==> src/rtl/aoc_bits_pkg.sv <==
// Shared types and sizing for the literal group decoder.
// The state encoding and literal geometry are common to all blocks.
package aoc_bits_pkg;

  typedef enum logic [1:0] {
    ST_IDLE,
    ST_COLLECT,
    ST_DRAIN,
    ST_HOLD
  } state_t;

  localparam int LIT_MAX_NIBBLES = 16;
  localparam int LIT_GROUP_W     = 5;
  localparam int LIT_W           = 64;
  localparam int CNT_W           = 5;
  localparam int BITS_W          = 7;

  // Sum pinned at all-ones rather than wrapping.
  function automatic logic [BITS_W-1:0] sat_add(
    input logic [BITS_W-1:0] a,
    input logic [BITS_W-1:0] b
  );
    logic [BITS_W:0] s;
    s = {1'b0, a} + {1'b0, b};
    return s[BITS_W] ? {BITS_W{1'b1}} : s[BITS_W-1:0];
  endfunction

endpackage

==> src/rtl/nibble_accumulator.sv <==
// Shift-in nibble register with a retained-nibble counter.
// Once MAX_NIBBLES are held, further shifts are ignored.
module nibble_accumulator
  import aoc_bits_pkg::*;
#(
  parameter int MAX_NIBBLES = LIT_MAX_NIBBLES
) (
  input  logic             clk,
  input  logic             resetB,
  input  logic             clr,
  input  logic             shift_en,
  input  logic [3:0]       nibble,
  output logic [LIT_W-1:0] acc,
  output logic [CNT_W-1:0] count
);

  localparam logic [CNT_W-1:0] CNT_MAX =
    CNT_W'(MAX_NIBBLES);

  logic [LIT_W-1:0] acc_q, acc_d;
  logic [CNT_W-1:0] cnt_q, cnt_d;
  logic             do_shift;

  assign do_shift = !clr && shift_en &&
                    (cnt_q != CNT_MAX);

  always_comb begin
    acc_d = acc_q;
    cnt_d = cnt_q;
    unique case (1'b1)
      clr: begin
        acc_d = '0;
        cnt_d = '0;
      end
      do_shift: begin
        acc_d = {acc_q[LIT_W-5:0], nibble};
        cnt_d = cnt_q + 1'b1;
      end
      default: ;
    endcase
  end

  always_ff @(posedge clk or negedge resetB) begin
    if (!resetB) begin
      acc_q <= '0;
      cnt_q <= '0;
    end else begin
      acc_q <= acc_d;
      cnt_q <= cnt_d;
    end
  end

  assign acc   = acc_q;
  assign count = cnt_q;

endmodule

==> src/rtl/literal_sequencer.sv <==
// Decodes a run of 5-bit continuation groups into one literal,
// with overflow draining and a held result until accepted.
module literal_sequencer
  import aoc_bits_pkg::*;
#(
  parameter int MAX_NIBBLES = LIT_MAX_NIBBLES,
  parameter int GROUP_W     = LIT_GROUP_W
) (
  input  logic               clk,
  input  logic               resetB,
  input  logic               start,
  input  logic               grp_valid,
  input  logic [GROUP_W-1:0] grp_data,
  output logic               grp_ready,
  output logic               lit_valid,
  input  logic               lit_ready,
  output logic [LIT_W-1:0]   lit_value,
  output logic [CNT_W-1:0]   lit_nibbles,
  output logic               lit_overflow,
  output logic [BITS_W-1:0]  bits_consumed,
  output logic               busy
);

  localparam logic [CNT_W-1:0] CNT_LAST =
    CNT_W'(MAX_NIBBLES - 1);
  localparam logic [BITS_W-1:0] GRP_BITS =
    BITS_W'(GROUP_W);

  state_t            state_q, state_d;
  logic              ovf_q, ovf_d;
  logic [BITS_W-1:0] bits_q, bits_d;
  logic              clr;
  logic              shift_en;
  logic              cont;
  logic [3:0]        nibble;
  logic [CNT_W-1:0]  count;

  assign cont   = grp_data[GROUP_W-1];
  assign nibble = grp_data[3:0];

  always_comb begin
    state_d   = state_q;
    ovf_d     = ovf_q;
    bits_d    = bits_q;
    clr       = 1'b0;
    shift_en  = 1'b0;
    grp_ready = 1'b0;
    lit_valid = 1'b0;
    unique case (state_q)
      ST_IDLE: begin
        if (start) begin
          clr     = 1'b1;
          ovf_d   = 1'b0;
          bits_d  = '0;
          state_d = ST_COLLECT;
        end
      end
      ST_COLLECT: begin
        grp_ready = 1'b1;
        if (grp_valid) begin
          shift_en = 1'b1;
          bits_d   = sat_add(bits_q, GRP_BITS);
          if (!cont) begin
            state_d = ST_HOLD;
          end else if (count == CNT_LAST) begin
            ovf_d   = 1'b1;
            state_d = ST_DRAIN;
          end
        end
      end
      ST_DRAIN: begin
        grp_ready = 1'b1;
        if (grp_valid) begin
          bits_d = sat_add(bits_q, GRP_BITS);
          if (!cont) begin
            state_d = ST_HOLD;
          end
        end
      end
      ST_HOLD: begin
        lit_valid = 1'b1;
        // Back-to-back literal: accept and restart on one edge.
        if (lit_ready) begin
          if (start) begin
            clr     = 1'b1;
            ovf_d   = 1'b0;
            bits_d  = '0;
            state_d = ST_COLLECT;
          end else begin
            state_d = ST_IDLE;
          end
        end
      end
      default: state_d = ST_IDLE;
    endcase
  end

  always_ff @(posedge clk or negedge resetB) begin
    if (!resetB) begin
      state_q <= ST_IDLE;
      ovf_q   <= 1'b0;
      bits_q  <= '0;
    end else begin
      state_q <= state_d;
      ovf_q   <= ovf_d;
      bits_q  <= bits_d;
    end
  end

  nibble_accumulator #(
    .MAX_NIBBLES(MAX_NIBBLES)
  ) u_acc (
    .clk     (clk),
    .resetB  (resetB),
    .clr     (clr),
    .shift_en(shift_en),
    .nibble  (nibble),
    .acc     (lit_value),
    .count   (count)
  );

  assign lit_nibbles   = count;
  assign lit_overflow  = ovf_q;
  assign bits_consumed = bits_q;
  assign busy          = (state_q != ST_IDLE);

endmodule
==> config.mk <==
export PLATFORM = sky130hd
export DESIGN_NAME = literal_sequencer
export DESIGN_NICKNAME = d
export VERILOG_FILES = /design/src/rtl/aoc_bits_pkg.sv /design/src/rtl/nibble_accumulator.sv /design/src/rtl/literal_sequencer.sv
export SDC_FILE = /design/constraint.sdc
export NUM_CORES = 1
export LEC_CHECK = 0
export CORE_UTILIZATION = 42
export CTS_CLUSTER_SIZE = 28
export DETAILED_ROUTE_END_ITERATION = 16
export GPL_TIMING_DRIVEN = 1
export PLACE_DENSITY = 0.69
export RECOVER_POWER = 50
export SLEW_MARGIN = 15
export SYNTH_ARGS = -nofsm -noshare
export SYNTH_HDL_FRONTEND = slang
export SYNTH_HIERARCHICAL = 1
export SYNTH_SLANG_ARGS = --single-unit
==> constraint.sdc <==
create_clock -name clk -period 2.9 [get_ports clk]
set_clock_uncertainty 0.05 [all_clocks]
set_input_delay 0.435 -clock clk [delete_from_list [all_inputs] [get_ports clk]]
set_output_delay 0.435 -clock clk [all_outputs]
set_load 0.01 [all_outputs]
Yosys cells after proc, flatten, opt, wreduce, memory -nomap -nowiden
Index checks and enable logic that the tools add are counted.
{"block": "op_classes", "n_mux": 29, "add_sub_neg": 2, "n_eq_ne": 14, "n_reduce_logical": 11}
{"op": "one-hot mux 64 bit (2 select lines)", "n": 1}
{"op": "two-way mux 7 bit", "n": 4}
{"op": "one-hot mux 7 bit (3 select lines)", "n": 1}
{"op": "two-way mux 2 bit", "n": 7}
{"op": "inequality test 2 bit (second input constant)", "n": 7}
{"op": "two-way mux 1 bit", "n": 12}
{"op": "one-hot mux 5 bit (2 select lines)", "n": 1}
{"op": "adder 7 x 3 -> 8 bit (second input constant)", "n": 1}
{"op": "one-hot mux 2 bit (4 select lines)", "n": 1}
{"op": "AND reduction 6 bit", "n": 1}
{"op": "adder 5 x 1 -> 5 bit (second input constant)", "n": 1}
{"op": "== test 5 x 4 -> 1 bit (second input constant)", "n": 1}
{"op": "inequality test 5 bit (second input constant)", "n": 1}
{"op": "AND reduction 5 bit", "n": 1}
{"op": "== test 2 bit (second input constant)", "n": 2}
{"op": "nonzero test 2 bit", "n": 2}
{"op": "inequality test 3 bit (second input constant)", "n": 1}
{"op": "one-hot mux 1 bit (3 select lines)", "n": 1}
{"op": "nonzero test 3 bit", "n": 1}
{"op": "== test 2 x 1 -> 1 bit (second input constant)", "n": 1}
{"op": "logical AND 1 bit", "n": 2}
{"op": "logical NOT 2 bit", "n": 1}
{"op": "inequality test 2 x 1 -> 1 bit (second input constant)", "n": 1}
{"op": "one-hot mux 1 bit (2 select lines)", "n": 1}
{"op": "3 further kinds", "n": 3}
{"block": "word_totals", "reg_bits": 79}

Logic depth before layout (Yosys ltp)
{"block": "logic_depth", "depth_word": 7, "depth_mapped": 9}

Hierarchy
Netlist, hierarchy kept.
{"mod": "nibble_accumulator", "instances": 1, "area_per_inst_um2": 3100.5, "cells_each": 233}
{"mod": "literal_sequencer", "instances": 1, "area_per_inst_um2": 705.7, "cells_each": 76}

Worst setup path before layout
No wires, ideal clock.
{"block": "synth_timing", "kind": "register to register", "start": "register state_q[0]", "end": "register u_acc.acc_q[25] (netlist: u_acc/acc[25])", "required_time_ns": 2.725, "period_less_slack_ns": 2.312, "t_arrival_ns": 2.137, "path_buffers": 2, "path_stages_with_launch": 9, "path_slack_ns": 0.588, "cell_sequence": "dfrtp_1 inv_1 ha_1 nand2b_1 nor2_1 buf_2 clkbuf_1 and2b_1 mux2_2"}
{"block": "synth_between", "elab_chain_cells": 6, "word_cells_on_any_way": 10}
{"item": "from (decl)", "line": "literal_sequencer.sv:29", "text": "state_t state_q, state_d;"}
{"item": "from (signal assigned)", "line": "literal_sequencer.sv:104", "text": "state_q <= state_d;"}
{"item": "== test 2 bit or logical NOT 2 bit (tied branches)", "line": "literal_sequencer.sv:49", "text": "unique case (state_q)"}
{"item": "one-hot mux 1 bit (2 select lines) (*)", "line": "literal_sequencer.sv:49"}
{"item": "named net clr", "line": "literal_sequencer.sv:32", "text": "logic clr;"}
{"item": "logical NOT 1 bit", "line": "nibble_accumulator.sv:24", "text": "assign do_shift = !clr && shift_en &&"}
{"item": "logical AND 1 bit (2 in series)", "line": "nibble_accumulator.sv:24"}
{"item": "one-hot mux 64 bit (2 select lines) or nonzero test 2 bit (tied branches)"}
{"item": "to (signal assigned)", "line": "nibble_accumulator.sv:45", "text": "acc_q <= '0;"}
{"item": "to (signal assigned)", "line": "nibble_accumulator.sv:48", "text": "acc_q <= acc_d;"}
{"item": "to (decl)", "line": "nibble_accumulator.sv:20", "text": "logic [LIT_W-1:0] acc_q, acc_d;"}
The timed path passes the listed nets; every way through them passes the cells marked *.
A chain may end at the register's enable or synchronous reset.

Worst setup path in the final report
{"block": "layout_timing", "start": "register state_q[1]", "end": "register u_acc.acc_q[50] (netlist: u_acc/acc[50])"}
The elaborated chain is that of the path after synthesis.

==> flow_metrics.py <==
metrics = {
    "outcome": {
        "status": "finished with violations",
        "violations": "max-capacitance violations, max-slew violations",
    },
    "pwr": {
        "vdd_drop_max_mv": 0.394,
        "cellLeakagePower_nw": 2.47,
        "power.density_nw_per_um2": 850,
    },
    "sta": {
        "max-slew-margin-rel": -0.305,
        "finalCritPeriodShare": 0.868,
        "fin_setup_tns_ps": 0,
        "max_freq_mhz": 397,
        "tightest_slew_ps": 1960,
        "whs_ps": 471,
        "drv_slew": 80,
        "fin_crit_ps": 2520,
        "setup_violations": 0,
        "rsz0062_at_grt": "false",
        "hold_viol": 0,
    },
    "clock_network": {
        "path_clk_slew_ps": 80,
        "htree_levels": 3,
        "post_cts_resized": 0,
        "clock_path_buffers": 2,
        "cts_hold_buf": 0,
        "clock_latency_ps": 340,
        "numCtsBuffers": 9,
        "cts_sinks": 79,
        "tritoncts": "done",
        "cts_setup_buffers": 0,
        "root_buffer": "clkbuf_8",
    },
    "layout": {
        "syn_to_final_growth_pct": 32.0,
        "final_nets": 417,
        "fillers": 752,
        "drive_above_1_share": 0.244,
        "layout_commonest_cell": "dfrtp_1",
        "layout_common_cells": "dfrtp_1 (79), mux2_2 (68), nor2b_1 (61)",
        "antenna_cells": 0,
    },
    "grt": {
        "overflow": 0,
        "grt_max_degree": 80,
        "grt_util_all_layers": 0.175,
        "grt_pass1_vias": 2699,
        "grt_pass1_wl_um": 13300,
        "antenna_found_initial": 0,
    },
    "drt": {
        "drc": 0,
        "drtAntennaViolNets": 0,
        "vias": 2625,
        "vias_per_cell": 5.15,
        "routedWlPerCell_um": 15.5,
        "wl_um": 7900,
        "drt_first_iter_violations": 109,
        "dr.pass1.iters": 4,
    },
    "critical_path": {
        "endpoint_kind": "flip-flop",
        "cp-startpoint": "state_q[1]$_DFFE_PN0P_",
        "arrival_ps": 2690,
        "crit_buf_inv": 2,
        "reg2reg_from": "state_q[1]$_DFFE_PN0P_",
        "crit_family": "simple AND/OR/NAND/NOR gates",
        "crit_fanout": 35,
        "crit_slowest_cell": "dfrtp_1",
        "required_ps": 3070,
        "cp_slowest_stage_delay_ps": 410,
        "path_class": "flip-flop to flip-flop",
        "worst_setup_path_start_kind": "flip-flop",
        "path_cells": "inv_1 > ha_1 > nand2b_1 > nor2_4 > nand2b_1 > nor2_4 > buf_12 > mux2_2",
    },
    "die": {
        "fp.dieH_um": 97.2,
        "die_area_um2": 9450,
        "coreArea_um2": 8760,
        "ioPinCount": 90,
        "die_x_um": 97.2,
        "rows": 34,
        "initial_utilization": 0.434,
    },
    "place": {
        "port_buffers": 89,
        "place_congestion": 0.776,
        "dp_hpwl_um": 5220,
    },
    "yosys": {
        "yosysWarningCount": 6,
        "synth_area_um2": 3810,
        "ys_seq_area_frac": 0.519,
        "ys_ff_latch": 79,
        "yosysUniqueCellTypes": 43,
        "netlist_instances": 309,
        "synth.avg_cell_area_um2": 12.3,
        "synth_nets": 328,
    },
    "flow_run": {
        "maxCapViolations": 1,
    },
    "worst_hold_path": {
        "hp-class": "flip-flop to flip-flop",
        "hp-start": "u_acc/acc[12]$_DFFE_PN0P_",
    },
}
==> metal layers <==
layer  track usage  routed length (um)
met1         0.234                3560
met2         0.272                3770
met3        0.0453                 481
met4        0.0689                  83
met5             0                   0
==> state kept, by name (all words and copies together) (netlist names) <==
signal and count:
u_acc/acc 64, state_q 2, lit_overflow 1, u_acc/count 5
bits_consumed 7
==> area by class of cell <==
type                       instances  area (um2)  share of cell area
clock buffer                      10         138              0.0274
clock inverter                     5        82.6              0.0164
inverter                           8        30.0             0.00598
multi-input combinational        208        1730               0.344
sequential                        79        1980               0.393
tap                              108         135              0.0269
timing repair buffer              92         933               0.186
==> synth_stat cells <==
master     n  share of area
a221oi_2   1         0.0039
ha_1       9          0.030
o21ai_1    1         0.0013
a21o_2     2         0.0046
and3_1     1         0.0016
o22a_1     1         0.0023
inv_1      8         0.0079
nand3_1    2         0.0026
or4b_1     1         0.0026
nor2_4     1         0.0030
nand2_1    7         0.0069
nor3b_1    2         0.0039
nor2b_1   60          0.099
nand4_1    1         0.0016
nor2_1     8         0.0079
clkbuf_1   6         0.0059
a22o_1     2         0.0046
a211oi_1   3         0.0059
o41ai_1    1         0.0023
and2_1     1         0.0016
o21ba_2    1         0.0026
or3b_1     1         0.0023
nor2b_2    1         0.0023
nand2b_1   3         0.0049
o31ai_1    1         0.0020
mux2_2    68           0.20
nor4_1     1         0.0016
o21a_1     1         0.0020
a21oi_1    5         0.0066
buf_6      2         0.0059
a31o_2     2         0.0046
a221o_1    1         0.0026
buf_2      6         0.0079
a31oi_1    2         0.0033
and4_1     1         0.0023
a21oi_2    1         0.0023
and2b_2    1         0.0023
dfrtp_1   79           0.52
and4bb_1   1         0.0033
and2b_1    4         0.0079
o21ai_0    7         0.0092
xnor2_1    1         0.0023
or2_4      1         0.0023
==> worst register-to-register path, delay by kind of cell, from the launching register on <==
kind,cells,cell delay (ps)
flops,1,410
buf+inv,2,370
mux,1,370
simple gates,4,820
fa+ha+maj,1,380
==> stage by stage <==
stage	power (W)	worst slack (ps)	area [um2]	instances	utilization
after floorplan	0.00265	588	3810	309	-
final	0.00427	384	5020	510	0.573
after detailed placement	0.00344	356	4810	495	0.549
after global placement	0.00340	369	4810	495	0.549
after CTS	0.00436	372	5030	510	0.574
after global routing	0.00456	215	5020	510	0.573
==> power by group <==
part | switching, W | total, W | internal [W] | leakage, nW
sequential | 0.000225 | 0.00157 | 0.00135 | 1.08
combinational | 0.000818 | 0.00180 | 0.000977 | 1.29
clock | 0.000398 | 0.000901 | 0.000503 | 0.101
total | 0.00144 | 0.00427 | 0.00283 | 2.47
==> logic make-up after synthesis <==
kind of cell	Yosys count	share of synthesized area
adder cells (fa/ha/maj)	9	0.0296
flip-flops	79	0.519
buffers and inverters	22	0.0276
AND/OR/NAND/NOR	98	0.160
AO/OA/AOI/OAI	32	0.0602
XOR/XNOR	1	0.00230
multiplexers	68	0.201
==> path summary, 6_finish.rpt <==
kind | endpoint | slack, ps | cells after the start
max | u_acc/acc[50]$_DFFE_PN0P_ | 380 | 8
min | u_acc/acc[16]$_DFFE_PN0P_ | 470 | 1
max reg2reg | u_acc/acc[50]$_DFFE_PN0P_ | 380 | 8
min reg2reg | u_acc/acc[16]$_DFFE_PN0P_ | 470 | 1
max in group asynchronous | u_acc/acc[27]$_DFFE_PN0P_ | 1060 | 1
min in group asynchronous | u_acc/acc[60]$_DFFE_PN0P_ | 560 | 1
No activity file was read; power rests on OpenSTA's default activity.
